==> src/rtl/imem_port_arbiter_if.sv <==
// Bundle of the two requester ports and the instruction-memory read port.
// The arbiter uses the slave modport; requesters and the memory sit on master.
interface imem_port_arbiter_if #(
  parameter int ADDR_W = 32,
  parameter int DATA_W = 32
);
  logic              req0;
  logic [ADDR_W-1:0] addr0;
  logic              lock0;
  logic              gnt0;
  logic [DATA_W-1:0] rdata0;
  logic              rvalid0;

  logic              req1;
  logic [ADDR_W-1:0] addr1;
  logic              lock1;
  logic              gnt1;
  logic [DATA_W-1:0] rdata1;
  logic              rvalid1;

  logic [ADDR_W-1:0] mem_addr;
  logic [DATA_W-1:0] mem_rdata;
  logic              err;

  modport slave (
    input  req0, addr0, lock0, req1, addr1, lock1, mem_rdata,
    output gnt0, rdata0, rvalid0, gnt1, rdata1, rvalid1, mem_addr, err
  );

  modport master (
    output req0, addr0, lock0, req1, addr1, lock1, mem_rdata,
    input  gnt0, rdata0, rvalid0, gnt1, rdata1, rvalid1, mem_addr, err
  );
endinterface

==> src/rtl/imem_port_arbiter.sv <==
// Round-robin arbiter for the instruction-memory read port with bounded lock bursts
// and a registered 1-cycle response. Define IMEM_ARB_ALIGN_CHECK_EN for misalignment flagging.
module imem_port_arbiter #(
  parameter int ADDR_W    = 32,
  parameter int DATA_W    = 32,
  parameter int BURST_MAX = 4
) (
  input  logic                  clk,
  input  logic                  reset_n,
  imem_port_arbiter_if.slave    bus
);

  typedef enum logic [1:0] {
    IDLE = 2'd0,
    OWN0 = 2'd1,
    OWN1 = 2'd2
  } state_e;

  localparam logic [3:0] BURST_LIM = 4'(BURST_MAX);

  state_e            state_q, state_d;
  logic              last_q, last_d;
  logic [3:0]        burst_cnt_q, burst_cnt_d;

  logic              gnt0_w, gnt1_w;
  logic              owner_hold;
  logic              granted_lock;
  logic [3:0]        cnt_inc;
  logic [ADDR_W-1:0] mem_addr_w;
  logic [DATA_W-1:0] resp_word;
  logic              err_d;

  logic              rvalid0_q, rvalid1_q;
  logic [DATA_W-1:0] rdata0_q, rdata1_q;
  logic              err_q;

  assign owner_hold = ((state_q == OWN0) && bus.req0) ||
                      ((state_q == OWN1) && bus.req1);

  // Owner keeps the port while requesting; otherwise plain round-robin against last_q.
  always_comb begin
    gnt0_w = 1'b0;
    gnt1_w = 1'b0;
    if (!reset_n) begin
      gnt0_w = 1'b0;
      gnt1_w = 1'b0;
    end else if ((state_q == OWN0) && bus.req0) begin
      gnt0_w = 1'b1;
    end else if ((state_q == OWN1) && bus.req1) begin
      gnt1_w = 1'b1;
    end else if (bus.req0 && bus.req1) begin
      gnt0_w = last_q;
      gnt1_w = ~last_q;
    end else begin
      gnt0_w = bus.req0;
      gnt1_w = bus.req1;
    end
  end

  assign granted_lock = (gnt0_w && bus.lock0) || (gnt1_w && bus.lock1);
  assign cnt_inc      = (burst_cnt_q == 4'hF) ? 4'hF : burst_cnt_q + 4'd1;

  always_comb begin
    state_d     = state_q;
    last_d      = last_q;
    burst_cnt_d = burst_cnt_q;
    unique case (state_q)
      IDLE: begin
        if (granted_lock && (BURST_MAX > 1)) begin
          state_d     = gnt0_w ? OWN0 : OWN1;
          burst_cnt_d = 4'd1;
        end else begin
          burst_cnt_d = 4'd0;
        end
      end
      OWN0, OWN1: begin
        if (owner_hold) begin
          burst_cnt_d = cnt_inc;
          // A full burst forces release; last_q then points at the owner so the other side wins.
          if (!granted_lock || (cnt_inc >= BURST_LIM)) begin
            state_d     = IDLE;
            burst_cnt_d = 4'd0;
          end
        end else begin
          state_d     = IDLE;
          burst_cnt_d = 4'd0;
        end
      end
      default: begin
        state_d     = IDLE;
        burst_cnt_d = 4'd0;
      end
    endcase
    if (gnt0_w) begin
      last_d = 1'b0;
    end else if (gnt1_w) begin
      last_d = 1'b1;
    end
  end

  always_ff @(posedge clk or negedge reset_n) begin
    if (!reset_n) begin
      state_q     <= IDLE;
      last_q      <= 1'b1;
      burst_cnt_q <= 4'd0;
    end else begin
      state_q     <= state_d;
      last_q      <= last_d;
      burst_cnt_q <= burst_cnt_d;
    end
  end

  assign mem_addr_w = gnt0_w ? bus.addr0 : (gnt1_w ? bus.addr1 : '0);

`ifdef IMEM_ARB_ALIGN_CHECK_EN
  logic misaligned;
  assign misaligned = (mem_addr_w[1:0] != 2'b00);
  assign resp_word  = misaligned ? '0 : bus.mem_rdata;
  assign err_d      = (gnt0_w || gnt1_w) && misaligned;
`else
  assign resp_word  = bus.mem_rdata;
  assign err_d      = 1'b0;
`endif

  // Response stage: the word seen during the grant cycle is presented one cycle later.
  always_ff @(posedge clk or negedge reset_n) begin
    if (!reset_n) begin
      rvalid0_q <= 1'b0;
      rvalid1_q <= 1'b0;
      rdata0_q  <= '0;
      rdata1_q  <= '0;
      err_q     <= 1'b0;
    end else begin
      rvalid0_q <= gnt0_w;
      rvalid1_q <= gnt1_w;
      err_q     <= err_d;
      if (gnt0_w) begin
        rdata0_q <= resp_word;
      end
      if (gnt1_w) begin
        rdata1_q <= resp_word;
      end
    end
  end

  assign bus.gnt0     = gnt0_w;
  assign bus.gnt1     = gnt1_w;
  assign bus.mem_addr = mem_addr_w;
  assign bus.rvalid0  = rvalid0_q;
  assign bus.rvalid1  = rvalid1_q;
  assign bus.rdata0   = rdata0_q;
  assign bus.rdata1   = rdata1_q;
  assign bus.err      = err_q;

endmodule

==> src/flat_wrapper.sv <==
// flat-port wrapper written by rule: the top's interface ports become plain ports
module imem_port_arbiter_flat 
#(
  parameter int ADDR_W    = 32,
  parameter int DATA_W    = 32,
  parameter int BURST_MAX = 4
)
  (clk, reset_n, bus_req0, bus_addr0, bus_lock0, bus_req1, bus_addr1, bus_lock1, bus_mem_rdata, bus_gnt0, bus_rdata0, bus_rvalid0, bus_gnt1, bus_rdata1, bus_rvalid1, bus_mem_addr, bus_err);
  imem_port_arbiter_if #(.ADDR_W(ADDR_W), .DATA_W(DATA_W)) bus_i ();
  input  logic clk;
  input  logic reset_n;
  input wire logic [$bits(bus_i.req0)-1:0] bus_req0;
  input wire logic [$bits(bus_i.addr0)-1:0] bus_addr0;
  input wire logic [$bits(bus_i.lock0)-1:0] bus_lock0;
  input wire logic [$bits(bus_i.req1)-1:0] bus_req1;
  input wire logic [$bits(bus_i.addr1)-1:0] bus_addr1;
  input wire logic [$bits(bus_i.lock1)-1:0] bus_lock1;
  input wire logic [$bits(bus_i.mem_rdata)-1:0] bus_mem_rdata;
  output wire logic [$bits(bus_i.gnt0)-1:0] bus_gnt0;
  output wire logic [$bits(bus_i.rdata0)-1:0] bus_rdata0;
  output wire logic [$bits(bus_i.rvalid0)-1:0] bus_rvalid0;
  output wire logic [$bits(bus_i.gnt1)-1:0] bus_gnt1;
  output wire logic [$bits(bus_i.rdata1)-1:0] bus_rdata1;
  output wire logic [$bits(bus_i.rvalid1)-1:0] bus_rvalid1;
  output wire logic [$bits(bus_i.mem_addr)-1:0] bus_mem_addr;
  output wire logic [$bits(bus_i.err)-1:0] bus_err;
  assign bus_i.req0 = bus_req0;
  assign bus_i.addr0 = bus_addr0;
  assign bus_i.lock0 = bus_lock0;
  assign bus_i.req1 = bus_req1;
  assign bus_i.addr1 = bus_addr1;
  assign bus_i.lock1 = bus_lock1;
  assign bus_i.mem_rdata = bus_mem_rdata;
  assign bus_gnt0 = bus_i.gnt0;
  assign bus_rdata0 = bus_i.rdata0;
  assign bus_rvalid0 = bus_i.rvalid0;
  assign bus_gnt1 = bus_i.gnt1;
  assign bus_rdata1 = bus_i.rdata1;
  assign bus_rvalid1 = bus_i.rvalid1;
  assign bus_mem_addr = bus_i.mem_addr;
  assign bus_err = bus_i.err;
  imem_port_arbiter #(.ADDR_W(ADDR_W), .DATA_W(DATA_W), .BURST_MAX(BURST_MAX)) u_core (.clk(clk), .reset_n(reset_n), .bus(bus_i));
endmodule
==> config.mk <==
export PLATFORM = sky130hd
export DESIGN_NAME = imem_port_arbiter_flat
export DESIGN_NICKNAME = d
export VERILOG_FILES = /design/src/rtl/imem_port_arbiter_if.sv /design/src/rtl/imem_port_arbiter.sv /design/src/flat_wrapper.sv
export SDC_FILE = /design/constraint.sdc
export NUM_CORES = 1
export LEC_CHECK = 0
export CELL_PAD_IN_SITES_DETAIL_PLACEMENT = 1
export CELL_PAD_IN_SITES_GLOBAL_PLACEMENT = 2
export CORE_MARGIN = 8
export CORE_UTILIZATION = 25
export DETAILED_ROUTE_END_ITERATION = 16
export HOLD_SLACK_MARGIN = 0.02
export PLACE_DENSITY_LB_ADDON = 0.1
export SETUP_SLACK_MARGIN = 0.15
export SYNTH_ARGS = -nofsm -noshare
export SYNTH_HDL_FRONTEND = slang
export SYNTH_SLANG_ARGS = --single-unit
==> constraint.sdc <==
create_clock -name clk -period 5.9 [get_ports clk]
set_input_delay 1.77 -clock clk [delete_from_list [all_inputs] [get_ports clk]]
set_output_delay 1.77 -clock clk [all_outputs]
set_load 0.02 [all_outputs]
Word level (Yosys, flattened, before mapping) --
Cells that the tools add are included.
Storage, ports and cells: bits in registers 73, input bits 102, logic and storage cells 50
Operators by class: add/subtract/negate cells 1, magnitude comparators 1, equality and inequality tests 5, multiplexer cells 22, bitwise logic cells 1, reduce and logical (&&, ||, !) cells 13
Operator list (number):
- two-way mux 32 bit | 2
- two-way mux 4 bit | 3
- two-way mux 1 bit | 11
- two-way mux 2 bit | 4
- case mux 4 bit (2 select lines) | 1
- logical AND 1 bit | 5
- adder 4 x 1 -> 4 bit, second input constant | 1
- equality test 4 bit, second input constant | 1
- greater-or-equal comparator 4 x 3 -> 1 bit, second input constant | 1
- case mux 2 bit (2 select lines) | 1
- logical OR 1 bit | 3
- inequality test 3 bit, second input constant | 1
- equality test 2 x 1 -> 1 bit, second input constant | 1
- equality test 2 bit, second input constant | 1
- logical NOT 2 bit | 1
- inequality test 2 x 1 -> 1 bit, second input constant | 1
- AND reduction 2 bit | 1
- nonzero test 2 bit | 1
- OR reduction 2 bit | 1
- logical NOT 1 bit | 1
- inverter 1 bit | 1

Longest topological paths before layout --
depth after elaboration 12, depth in mapped cells 7, gate-level depth less buffers 6

Worst setup path after synthesis --
No wires, ideal clock.
kind in2out, start point in bus_req0, end point out bus_mem_addr[22], arrival 2842 ps, data required time 4130 ps, path slack 1288 ps, stages on the path 5, cells stage by stage and3b_4 a211oi_2 buf_6 buf_2 a22o_1
On the way: longest elaborated chain between the ends 7
Ends and longest elaborated chain:
- start: declaration | line flat_wrapper.sv:12 | input wire logic [$bits(bus_i.req0)-1:0] bus_req0;
- logical AND 1 bit | line imem_port_arbiter.sv:51 | end else if (bus.req0 && bus.req1) begin
- two-way mux 1 bit | line imem_port_arbiter.sv:51
- two-way mux 1 bit | line imem_port_arbiter.sv:49 | end else if ((state_q == OWN1) && bus.req1) begin
- two-way mux 1 bit * | line imem_port_arbiter.sv:47 | end else if ((state_q == OWN0) && bus.req0) begin
- two-way mux 1 bit * | line imem_port_arbiter.sv:44 | if (!reset_n) begin
- named net bus_gnt1 | line flat_wrapper.sv:22 | output wire logic [$bits(bus_i.gnt1)-1:0] bus_gnt1;
- two-way mux 32 bit * (2 in series) | line imem_port_arbiter.sv:113 | assign mem_addr_w = gnt0_w ? bus.addr0 : (gnt1_w ? bus.addr1 : '0);
- end: declaration | line flat_wrapper.sv:25 | output wire logic [$bits(bus_i.mem_addr)-1:0] bus_mem_addr;
Mark *: on every way through the listed nets, which the timed path passes. The rest lies on a longest branch.

Worst setup path after layout --
start point in bus_req1, end point out bus_mem_addr[18]
On the way: longest elaborated chain between the ends 7
Ends and longest elaborated chain:
- start: declaration | line flat_wrapper.sv:15 | input wire logic [$bits(bus_i.req1)-1:0] bus_req1;
- logical AND 1 bit | line imem_port_arbiter.sv:51
- two-way mux 1 bit | line imem_port_arbiter.sv:51
- two-way mux 1 bit | line imem_port_arbiter.sv:49
- two-way mux 1 bit | line imem_port_arbiter.sv:47
- two-way mux 1 bit | line imem_port_arbiter.sv:44
- two-way mux 32 bit | line imem_port_arbiter.sv:113
- two-way mux 32 bit * | line imem_port_arbiter.sv:113
Every way passes the cells marked *; elsewhere a longest branch is shown, timed or not.

==> reports/metrics.csv <==
metric,value,unit
Placed Area,5600,um2
Cell Pwr Density,388,nW/um2
CTS tree,done,
Inst Count DP,604,
CTS Buf Count,9,
critical path's top delay family,buffers and inverters,
Min-Delay Endpoint,u_core.bus.rdata0[12]$_DFFE_PN0P_,
initial antenna violation count,0,
share of cells above drive strength 1,0.202,
RR Startpoint,u_core.state_q[0]$_DFFE_PN0P_,
"Distinct cells, synth",35,
non-filler instance count after layout,622,
clock skew,0.00545,ns
GRT Overall Usage,0.141,
Synth top area share,0.532,
routed vias,2770,
Die X,132,um
Synth area leader,dfrtp_1,
first-pass GRT wire length,19.1,mm
reg2reg path depth,7,
I/O pins,203,
WHS Path Cells,1,
root buf cell,clkbuf_16,
dpl hpwl,9.44,mm
Synth async-reset ratio,1.00,
Layout area overhead,76.6,%
Iteration-0 DRC Markers,84,
Ys Warns,0,
flop2flop setup slack,3.52,ns
worst path cell trace,clkdlybuf4s50_1 -> nand2_1 -> a211oi_4 -> clkbuf_16 -> a22o_1 -> clkdlybuf4s50_1,
Synth area leaders,"dfrtp_1 (53%), mux2_2 (13%), a22o_1 (8.5%), mux2_4 (7.5%), mux2_1 (3.0%)",
status,completed,
"Arr. time, crit path",3.88,ns
crit path kind,in -> out,
Longest Clk Path Bufs,2,
mapped cell area,3380,um2
Worst path slowest cell,clkdlybuf4s50_1,
"most used cell, CP",clkdlybuf4s50_1,
VDD IR-drop max,0.195,mV
antenna fix cells,0,
"EDFF count, synth",0,
register area share after synthesis,0.540,
Setup-failing EPs final,0,
post-route design area,5980,um2
"Top FF cell, synth",dfrtp_1,
Layout fillers,1386,
critical path launch point type,input port,
post-route minimum period,5.65,ns
post-DR wirelength/cell,19.9,um
sequential cell area,1830,um2
WL final,12.4,mm
Final Net Count,548,
H-tree levels,3,
hold-fix buffers at CTS,0,
top-count cell post-synth,dfrtp_1,
residual DRC count,0,
max incr delay on CP,0.61,ns
# rows,42,
Synth Area per Inst,14.6,um2
Highest Clock Rate,177,MHz
clock sink count,73,
RSZ-0062 raised after global routing,no,
Worst Path Required,4.13,ns
actual slew at the worst max-slew pin,0.981,ns
hold crit path type,reg -> reg,
DRT Pass-1 Iters,5,
reg2reg end,u_core.bus.rdata1[3]$_DFFE_PN0N_,
max-slew violation count,0,
multi-input logic area,1430,um2
Synth Instances,232,
final worst path period share,0.958,
HP Start,u_core.bus.rdata0[12]$_DFFE_PN0P_,
Core Footprint,13200,um2
crit path max fanout,20,
Synth top cells by count,"dfrtp_1 (72), mux2_2 (38), a22o_1 (33)",
vias per cell,4.45,
buffer and inverter count on the worst path,3,
Final TNS setup,0,ns
PortBufs,201,
leakage,2.45,nW
Die Height,132,um
final hold violations,0,
Die ar.,17500,um2
"Clk pin slew, worst setup/hold paths",0.06,ns
largest net degree at the start of global routing,75,
CP endpoint kind,output pin,
effective utilization at floorplan,0.256,
Max-Cap Viols,0,
RD Place Congestion,0.757,
number of global-route vias before repair,3111,
DRT antenna net count,0,
fin util,0.451,
clk_lat worst skew,0.34,ns
post-synthesis register bit count,73,
slew margin rel.,0.346,
GRT Residual Overflow,0,
==> worst register-to-register path: stages (launching register included) <==
cell and delay [ns]:
dfrtp_1 0.43, inv_1 0.10, ha_1 0.20, and3b_4 0.24, a211oi_4 0.38, clkbuf_16 0.29
buf_4 0.26, mux2_2 0.36
==> cell type report <==
class	instances	area share
sequential	73	0.306
inverter	7	0.00440
tap	176	0.0369
timing repair buffer	211	0.357
clock buffer	11	0.0389
multi-input combinational	139	0.240
clock inverter	5	0.0174
==> flip-flops by register name (all words and copies together) (netlist names) <==
signal,cells
u_core.bus.rdata0,32
u_core.bus.rdata1,32
u_core.state_q,2
u_core.bus.rvalid1,1
u_core.bus.rvalid0,1
u_core.burst_cnt_q,4
u_core.last_q,1
==> layer usage <==
layer | up-vias | wire, um | global-route usage
li1 | 1276 | - | -
met3 | 6 | 850 | 0.0549
met4 | 0 | 117 | 0.0435
met1 | 1402 | 4730 | 0.150
met2 | 86 | 6660 | 0.249
met5 | - | 0 | 0
==> cell families after synthesis <==
kind of cell | after synthesis | synth area share
compound gates | 49 | 0.132
fa+ha+maj | 5 | 0.0185
buf+inv | 22 | 0.0433
flops | 73 | 0.540
mux | 64 | 0.232
other cells | 1 | 0.00111
simple gates | 18 | 0.0329
==> power by group <==
part	switching, W	total, W	internal, W
clock network	0.000212	0.000625	0.000413
registers	0.0000816	0.000731	0.000649
logic	0.000444	0.000963	0.000519
total	0.000737	0.00232	0.00158
==> how the worst max path moves through the flow <==
| stage | depth (start not counted) | startpoint | to | slack (ns) |
|---|---|---|---|---|
| 3_5_place_dp | 6 | bus_req0 | bus_mem_addr[27] | 0.17 |
| 2_1_floorplan | 5 | bus_req0 | bus_mem_addr[22] | 1.29 |
| 6_report | 6 | bus_req1 | bus_mem_addr[18] | 0.25 |
| 4_1_cts | 6 | bus_req0 | bus_mem_addr[27] | 0.16 |
| 5_1_grt | 6 | bus_req1 | bus_mem_addr[24] | 0.15 |
| 3_3_place_gp | 6 | bus_req0 | bus_mem_addr[27] | 0.21 |
==> layout by cell type (no fill, tap or decap), types with 3 or more instances in the layout <==
cell type	instances
mux2_2	38
buf_4	8
mux2_1	9
conb_1	3
bufinv_16	3
clkdlybuf4s50_1	198
nand2_1	5
inv_1	7
a21oi_1	3
a22o_1	33
mux2_4	17
ha_1	5
dfrtp_1	72
clkbuf_16	10
==> timing repair <==
item	in CTS	in global routing
setup endpoints to repair	0	28
resized for setup	0	2
setup buffers	0	1
==> through the flow <==
| stage | hold WS [ns] | total power (W) | setup slack [ns] |
|---|---|---|---|
| after global routing | 0.504 | 0.00244 | 0.153 |
| after floorplan | 0.506 | 0.00121 | 1.29 |
| after CTS | 0.488 | 0.00236 | 0.162 |
| final | 0.481 | 0.00232 | 0.245 |
| after global placement | 0.469 | 0.00170 | 0.209 |
| after detailed placement | 0.475 | 0.00171 | 0.172 |
Power figures use the tool's default switching activity.
